`src/rtl/spm_writeback_buffer_pkg.sv`:
```
// Shared SPM writeback types: lane data, decoded instruction, buffered entry,
// and the sub-word load sign-extension helper.
package spm_writeback_buffer_pkg;

  localparam int unsigned HW_LANE  = 16;
  localparam int unsigned REG_W    = 32;
  localparam int unsigned PC_W     = 32;
  localparam int unsigned THREAD_W = 2;

  typedef logic [REG_W-1:0]        register_t;
  typedef register_t [HW_LANE-1:0] hw_lane_t;
  typedef logic [HW_LANE-1:0]      hw_lane_mask_t;

  typedef enum logic [4:0] {
    LOAD_8,
    LOAD_8_U,
    LOAD_16,
    LOAD_16_U,
    LOAD_32,
    LOAD_V_8,
    LOAD_V_8_U,
    LOAD_V_16,
    LOAD_V_16_U,
    LOAD_V_32,
    LOAD_G_8,
    LOAD_G_8_U,
    LOAD_G_16,
    LOAD_G_16_U,
    LOAD_G_32,
    STORE_8,
    STORE_16,
    STORE_32,
    STORE_V_32,
    STORE_G_32
  } mem_opcode_t;

  typedef struct packed {
    logic [PC_W-1:0]     pc;
    logic [THREAD_W-1:0] thread_id;
    logic                is_load;
    logic                is_store;
    mem_opcode_t         mem_opcode;
  } instruction_decoded_t;

  typedef struct packed {
    instruction_decoded_t inst;
    hw_lane_t             data;
    hw_lane_mask_t        mask;
  } spm_wb_entry_t;

  localparam int unsigned INST_W  = $bits(instruction_decoded_t);
  localparam int unsigned DATA_W  = $bits(hw_lane_t);
  localparam int unsigned ENTRY_W = $bits(spm_wb_entry_t);

  // Signed sub-word loads replicate their top data bit; everything else passes.
  function automatic register_t spm_load_sign_extend(input mem_opcode_t op, input register_t d);
    register_t r;
    r = d;
    case (op)
      LOAD_8, LOAD_V_8, LOAD_G_8:    r = {{24{d[7]}}, d[7:0]};
      LOAD_16, LOAD_V_16, LOAD_G_16: r = {{16{d[15]}}, d[15:0]};
      default:                       r = d;
    endcase
    return r;
  endfunction

endpackage

```
`src/rtl/spm_writeback_buffer_sync_fifo.sv`:
```
// Synchronous-reset FIFO with occupancy count; storage is not reset and the
// head entry is read straight from the storage array.
module spm_writeback_buffer_sync_fifo #(
  parameter int unsigned WIDTH = 8,
  parameter int unsigned DEPTH = 4
) (
  input  logic                     clk,
  input  logic                     reset,
  input  logic                     push,
  input  logic                     pop,
  input  logic [WIDTH-1:0]         wr_data,
  output logic [WIDTH-1:0]         rd_data,
  output logic [$clog2(DEPTH):0]   count,
  output logic                     empty,
  output logic                     full
);

  localparam int unsigned PW = $clog2(DEPTH);
  localparam int unsigned CW = PW + 1;

  logic [WIDTH-1:0] mem [DEPTH];
  logic [PW-1:0]    rd_ptr;
  logic [PW-1:0]    wr_ptr;
  logic [CW-1:0]    count_q;
  logic             rd_en;
  logic             wr_en;

  assign rd_en = pop && (count_q != '0);
  assign wr_en = push && ((count_q != CW'(DEPTH)) || rd_en);

  // Pointers wrap naturally because DEPTH is a power of two.
  always_ff @(posedge clk) begin
    if (reset) begin
      rd_ptr  <= '0;
      wr_ptr  <= '0;
      count_q <= '0;
    end else begin
      if (wr_en) wr_ptr <= wr_ptr + PW'(1);
      if (rd_en) rd_ptr <= rd_ptr + PW'(1);
      count_q <= count_q + CW'(wr_en) - CW'(rd_en);
    end
  end

  always_ff @(posedge clk) begin
    if (wr_en) mem[wr_ptr] <= wr_data;
  end

  assign rd_data = mem[rd_ptr];
  assign count   = count_q;
  assign empty   = (count_q == '0);
  assign full    = (count_q == CW'(DEPTH));

endmodule

```
`src/rtl/spm_writeback_buffer.sv`:
```
// Buffers SPM load completions for writeback: drops stores, sign-extends signed
// sub-word loads, and flags almost-full / lost-completion conditions.
module spm_writeback_buffer
  import spm_writeback_buffer_pkg::*;
#(
  parameter int unsigned DEPTH                 = 4,
  parameter int unsigned ALMOST_FULL_THRESHOLD = DEPTH - 2
) (
  input  logic               clk,
  input  logic               reset,
  input  logic               spm_valid,
  input  logic [INST_W-1:0]  spm_inst_scheduled,
  input  logic [DATA_W-1:0]  spm_result,
  input  logic [HW_LANE-1:0] spm_hw_lane_mask,
  input  logic               wb_ready,
  output logic               wb_valid,
  output logic [INST_W-1:0]  wb_inst_scheduled,
  output logic [DATA_W-1:0]  wb_result,
  output logic [HW_LANE-1:0] wb_hw_lane_mask,
  output logic               spm_wb_almost_full,
  output logic               spm_wb_overflow
);

  localparam int unsigned CW = $clog2(DEPTH) + 1;

  instruction_decoded_t in_inst;
  hw_lane_t             in_data;
  hw_lane_t             fmt_data;
  spm_wb_entry_t        wr_entry;
  spm_wb_entry_t        rd_entry;
  logic [ENTRY_W-1:0]   rd_bits;
  logic                 accept;
  logic                 push;
  logic                 pop;
  logic                 fifo_empty;
  logic                 fifo_full;
  logic [CW-1:0]        count;
  logic [CW-1:0]        count_next;
  logic                 almost_full_q;
  logic                 overflow_q;

  // Per-lane load formatting ahead of the storage write.
  always_comb begin
    in_inst  = instruction_decoded_t'(spm_inst_scheduled);
    in_data  = hw_lane_t'(spm_result);
    fmt_data = '0;
    for (int unsigned i = 0; i < HW_LANE; i++) begin
      fmt_data[i] = spm_load_sign_extend(in_inst.mem_opcode, in_data[i]);
    end
    wr_entry = '{inst: in_inst, data: fmt_data, mask: spm_hw_lane_mask};
  end

  // A full buffer still accepts when the head leaves in the same cycle.
  assign accept     = spm_valid && in_inst.is_load;
  assign pop        = !fifo_empty && wb_ready;
  assign push       = accept && (!fifo_full || pop);
  assign count_next = count + CW'(push) - CW'(pop);

  spm_writeback_buffer_sync_fifo #(
    .WIDTH (ENTRY_W),
    .DEPTH (DEPTH)
  ) u_fifo (
    .clk     (clk),
    .reset   (reset),
    .push    (push),
    .pop     (pop),
    .wr_data (wr_entry),
    .rd_data (rd_bits),
    .count   (count),
    .empty   (fifo_empty),
    .full    (fifo_full)
  );

  always_ff @(posedge clk) begin
    if (reset) begin
      almost_full_q <= 1'b0;
      overflow_q    <= 1'b0;
    end else begin
      almost_full_q <= (count_next >= CW'(ALMOST_FULL_THRESHOLD));
      if (accept && fifo_full && !pop) overflow_q <= 1'b1;
    end
  end

  assign rd_entry           = spm_wb_entry_t'(rd_bits);
  assign wb_valid           = !fifo_empty;
  assign wb_inst_scheduled  = rd_entry.inst;
  assign wb_result          = rd_entry.data;
  assign wb_hw_lane_mask    = rd_entry.mask;
  assign spm_wb_almost_full = almost_full_q;
  assign spm_wb_overflow    = overflow_q;

endmodule

```
`config.mk`:
```
export PLATFORM = sky130hd
export DESIGN_NAME = spm_writeback_buffer
export DESIGN_NICKNAME = d
export VERILOG_FILES = /design/src/rtl/spm_writeback_buffer_pkg.sv /design/src/rtl/spm_writeback_buffer_sync_fifo.sv /design/src/rtl/spm_writeback_buffer.sv
export SDC_FILE = /design/constraint.sdc
export NUM_CORES = 2
export LEC_CHECK = 0
export CAP_MARGIN = 40
export CORE_MARGIN = 2
export CORE_UTILIZATION = 40
export DETAILED_ROUTE_END_ITERATION = 10
export GPL_TIMING_DRIVEN = 0
export SETUP_SLACK_MARGIN = 0.4
export SLEW_MARGIN = 20
export SYNTH_ARGS = -nofsm -noshare
export SYNTH_HDL_FRONTEND = slang
export SYNTH_SLANG_ARGS = --single-unit
export TNS_END_PERCENT = 20
```
`constraint.sdc`:
```
create_clock -name clk -period 24.3 [get_ports clk]
set_clock_uncertainty 0.1 [all_clocks]
set_input_delay 4.86 -clock clk [delete_from_list [all_inputs] [get_ports clk]]
set_output_delay 4.86 -clock clk [all_outputs]
set_load 0.01 [all_outputs]
```
* After elaboration in Yosys (flattened, before gate mapping) *
Memories as Yosys holds them, arrays and structs flattened. A register that Yosys moved wholly into a read port is not among the register bits.
Cells that the tools add are included.

word-level totals
  bits in registers = 9
  memory bits (writable) = 2276
  bits of input ports = 573
  output and inout port bits = 572
  memories kept = 1

cells by class
  add/sub/neg operators = 6
  $lt $le $gt $ge = 1
  eq/ne operators = 7
  muxes and demuxes = 20
  reductions and logical operators = 17

memories
  name        words  bits a word  rd ports  clocked after memory_dff  write ports  line                                  RTL
  u_fifo.mem  4      569          1         1                         1            spm_writeback_buffer_sync_fifo.sv:21  logic [WIDTH-1:0] mem [DEPTH];

operators with widths
  operator                                                               number
  32-bit one-hot mux with 2 select lines                                 16
  5-bit by 3-bit equality test with 1-bit output, second input constant  2
  5-bit by 4-bit equality test with 1-bit output, second input constant  2
  1-bit logical AND                                                      7
  3-bit by 1-bit adder with 3-bit output                                 2
  3-bit OR reduction                                                     2
  3-bit by 1-bit subtractor with 3-bit output                            2
  5-bit by 2-bit equality test with 1-bit output, second input constant  1
  5-bit zero test                                                        1
  2-bit by 1-bit adder with 2-bit output, second input constant          2
  2-bit 2-to-1 mux                                                       2
  3-bit equality test, second input constant                             1
  3-bit by 2-bit >= comparator with 1-bit output, second input constant  1
  1-bit zero test                                                        3
  3-bit zero test                                                        1
  3-bit != test, second input constant                                   1
  3-bit nonzero test                                                     1
  1-bit logical OR                                                       2
  1-bit 2-to-1 mux                                                       2

* Logic depth before layout (Yosys ltp) *
  depth in word-level cells = 8
  mapped depth = 7

* Hierarchy *
Synthesis repeated with hierarchy kept, for this count alone.

unflattened totals
  cell total of the unflattened synthesis = 3544
  area, all modules = 86563.0 um2

modules (own cells, without submodules)
  module                          instances  cells an instance  area each (um2)  seq. area each (um2)
  spm_writeback_buffer_sync_fifo  1          3019               82586.7          68525.7
  spm_writeback_buffer            1          525                3976.3           40.0

* Worst setup path after synthesis *
Ideal clock, no wire load.

  kind = input to register
  start = input wb_ready
  end = memory u_fifo.mem[0][0] in the netlist's numbering, enable pin
  setup time = 1.009 ns
  arrival time = 18.079 ns
  required time = 23.191 ns
  setup slack = 5.112 ns
  stages on the path = 3
  path buffers = 0
  cell sequence = nor4b_1 nor2_1 and2_1

on the way
  word-level cells in the longest chain between the ends = 6

RTL lines
  element                                                line                                                              RTL
  start, declared                                        spm_writeback_buffer.sv:15                                        input logic wb_ready,
  1-bit logical AND *                                    spm_writeback_buffer.sv:55                                        assign pop = !fifo_empty && wb_ready;
  1-bit logical OR or 1-bit logical AND (tied branches)  spm_writeback_buffer.sv:56, spm_writeback_buffer_sync_fifo.sv:28
  1-bit logical AND or 1-bit logical OR (tied branches)  spm_writeback_buffer.sv:56, spm_writeback_buffer_sync_fifo.sv:29
  1-bit logical AND *                                    spm_writeback_buffer_sync_fifo.sv:29                              assign wr_en = push && ((count_q != CW'(DEPTH)) || rd_en);
  net u_fifo.wr_en                                       spm_writeback_buffer_sync_fifo.sv:26                              logic wr_en;
  1-bit 2-to-1 mux *                                     spm_writeback_buffer_sync_fifo.sv:45                              if (wr_en) mem[wr_ptr] <= wr_data;
  1-bit 2-to-1 mux (implied by the code) *               spm_writeback_buffer_sync_fifo.sv:45
  end, declared                                          spm_writeback_buffer_sync_fifo.sv:21

Mark *: on every way through the listed nets, which the timed path passes. The rest lies on a longest branch.

==> metrics.cfg <==
[die]
die_area_um2=219000
die_x_um=468
ios=1145
coreArea_um2=214000
num_rows=170
initial_core_util_pct=40.2
die_h_um=468

[final_layout]
final_nets=5583
final_cell_mix=edfxtp_1, clkdlybuf4s50_1, mux4_2
drive_gt1_share_pct=21.3
mostFrequentLayoutCell=edfxtp_1
syn2layout_area_growth_pct=28.4

[sta]
tightest_slew_ns=0.856
layout_min_cycle_time_ns=9.16
fin_tns_setup_ns=0
slew_viol_final=0
slew_headroom_pct=42.9
layout_setup_ws_ns=15.14
setup_viol=0
finalHoldViolations=0
finalCritPeriodShare_pct=37.7
rsz0062_at_grt=false
fmax_mhz=109

[power]
cellLeakagePower_nw=36.5
ir_drop_mv=0.0719
power.density_nw_per_um2=96.4
finalPower_mw=10.7

[drt]
ant_nets=0
routed_via_density=5.42
route.detailed.wl_per_inst_um=32.0
drtIter0Drc=3576
drt-pass1-iter-count=6
drc_errors=0
vias=43815
wl_um=258000

[placement]
dpl.hpwl_um=186000
gp_congestion=0.781
dp_slack_ns=15.39
port_buffers=1143

[clock_network]
cts_setup_buffers=0
cts_root_buf=clkbuf_16
clock_path_buffers=3
clkSinkCount=2287
cts_tree=yes
ctsResizeCount=0
cts.htree.levels=4
cts-buffers-inserted=230
holdBufCountCts=0
clkTransAtPathRegs_ns=0.06
clk_latency_ns=0.86

[setup_path]
cp_max_fo=10
cp.arrival_ns=4.20
critPathRequiredTime_ns=19.34
worstSetupEndpointType=output port
cp-start-kind=flip-flop
crit_type=flip-flop to output port

[synth]
ys.flop_type=edfxtp_1
yosys_warnings=0
syn_area_per_cell_um2=24.3
synth_nets=4123
ys_seq_area_share_pct=79.7
async_flop_share_pct=0
synthCells=3541
ys_types=36
ys_ff_latch=2287
synth_enable_flop_cells=2276
syn-cell-area_um2=86100

[grt]
antenna_found_initial=120
grt_max_degree=45
grt_pass1_vias=44743
track_usage_pct=23.2
grt_pass1_wl_um=352000
grt_overflow_total=0

[run_status]
status=complete, no violations

[flow_run]
drv_cap=0

[hold_path]
hold_class=flip-flop to flip-flop

[path summary, 6_finish.rpt]
check	end	slack [ns]	depth (start not counted)	start
hold reg to reg	spm_wb_overflow	0.38	2	spm_wb_overflow
setup / recovery	wb_result[245]	15.14	5	flip-flop
setup reg to reg	u_fifo.mem[0][202]	20.34	9	u_fifo.count[1]
hold / removal	spm_wb_overflow	0.38	2	spm_wb_overflow
[state kept, by name, indices dropped and copies added, names as in the netlist, named ones only]
name	count
u_fifo.rd_ptr	2
u_fifo.count	3
spm_wb_almost_full	1
u_fifo.wr_ptr	2
spm_wb_overflow	1
u_fifo.mem	2276
[metal layers]
metal	wire length, um	GRT usage (%)	up-vias
li1	-	-	18195
met1	95800	28.0	23415
met2	128000	38.3	1653
met3	25900	8.64	452
met4	8200	7.69	100
met5	615	0	-
[stage by stage]
| stage | cell area, um^2 | utilization [%] | hold WS [ns] | instances |
|---|---|---|---|---|
| 5_1_grt | 110000 | 51.6 | 0.422 | 8048 |
| 3_5_place_dp | 103000 | 48.1 | 0.365 | 7607 |
| 3_3_place_gp | 101000 | 47.2 | 0.362 | 7522 |
| 2_1_floorplan | 86100 | - | 0.385 | 3541 |
| 4_1_cts | 110000 | 51.5 | 0.380 | 8033 |
| 6_report | 111000 | 51.6 | 0.382 | 8078 |
[Yosys cell counts, types with 3 or more instances]
master / instances / area [um^2]
a22o_2: 3 / 30.0
buf_2: 69 / 345
xnor2_1: 4 / 35.0
a21o_1: 384 / 2880
dfxtp_1: 11 / 220
a21oi_1: 3 / 15.0
inv_1: 7 / 26.3
a22o_4: 10 / 175
a22o_1: 3 / 26.3
buf_4: 6 / 45.0
xor2_1: 3 / 26.3
ha_1: 7 / 87.6
buf_8: 8 / 120
and2_1: 20 / 125
clkbuf_1: 98 / 368
mux4_2: 569 / 12800
edfxtp_1: 2276 / 68300
buf_1: 21 / 78.8
nand2_1: 3 / 11.3
nor2_1: 9 / 33.8
buf_6: 6 / 67.6
[area by class of cell]
class	instances	area, um^2
antenna	45	113
buffer	208	1050
clock buffer	277	5970
clock inverter	149	1300
fill	16880	104000
inverter	7	26.3
multi-input combinational	1039	16500
sequential	2287	68600
tap	2838	3550
timing repair buffer	1228	13400
[critical path, cell delays in order, from the launching register on]
cell and delay (ns):
dfxtp_1 0.33, clkbuf_2 0.53, buf_2 0.60, buf_1 0.68
mux4_2 0.35, clkdlybuf4s50_1 0.80
[report_power, final]
part	switching, mW	internal [mW]	total [mW]
Clock	1.50	1.92	3.42
Sequential	0.0294	4.52	4.55
Combinational	1.33	1.36	2.69
[cell families after synthesis]
logic type,count (synthesis),share of synthesized area (%)
adder cells (fa/ha/maj),9,0.148
AND/OR/NAND/NOR,43,0.301
buffers and inverters,215,1.22
multiplexers,569,14.9
XOR/XNOR,7,0.0712
flip-flops,2287,79.7
AO/OA/AOI/OAI,411,3.72
(Power assumes the default switching activity.)
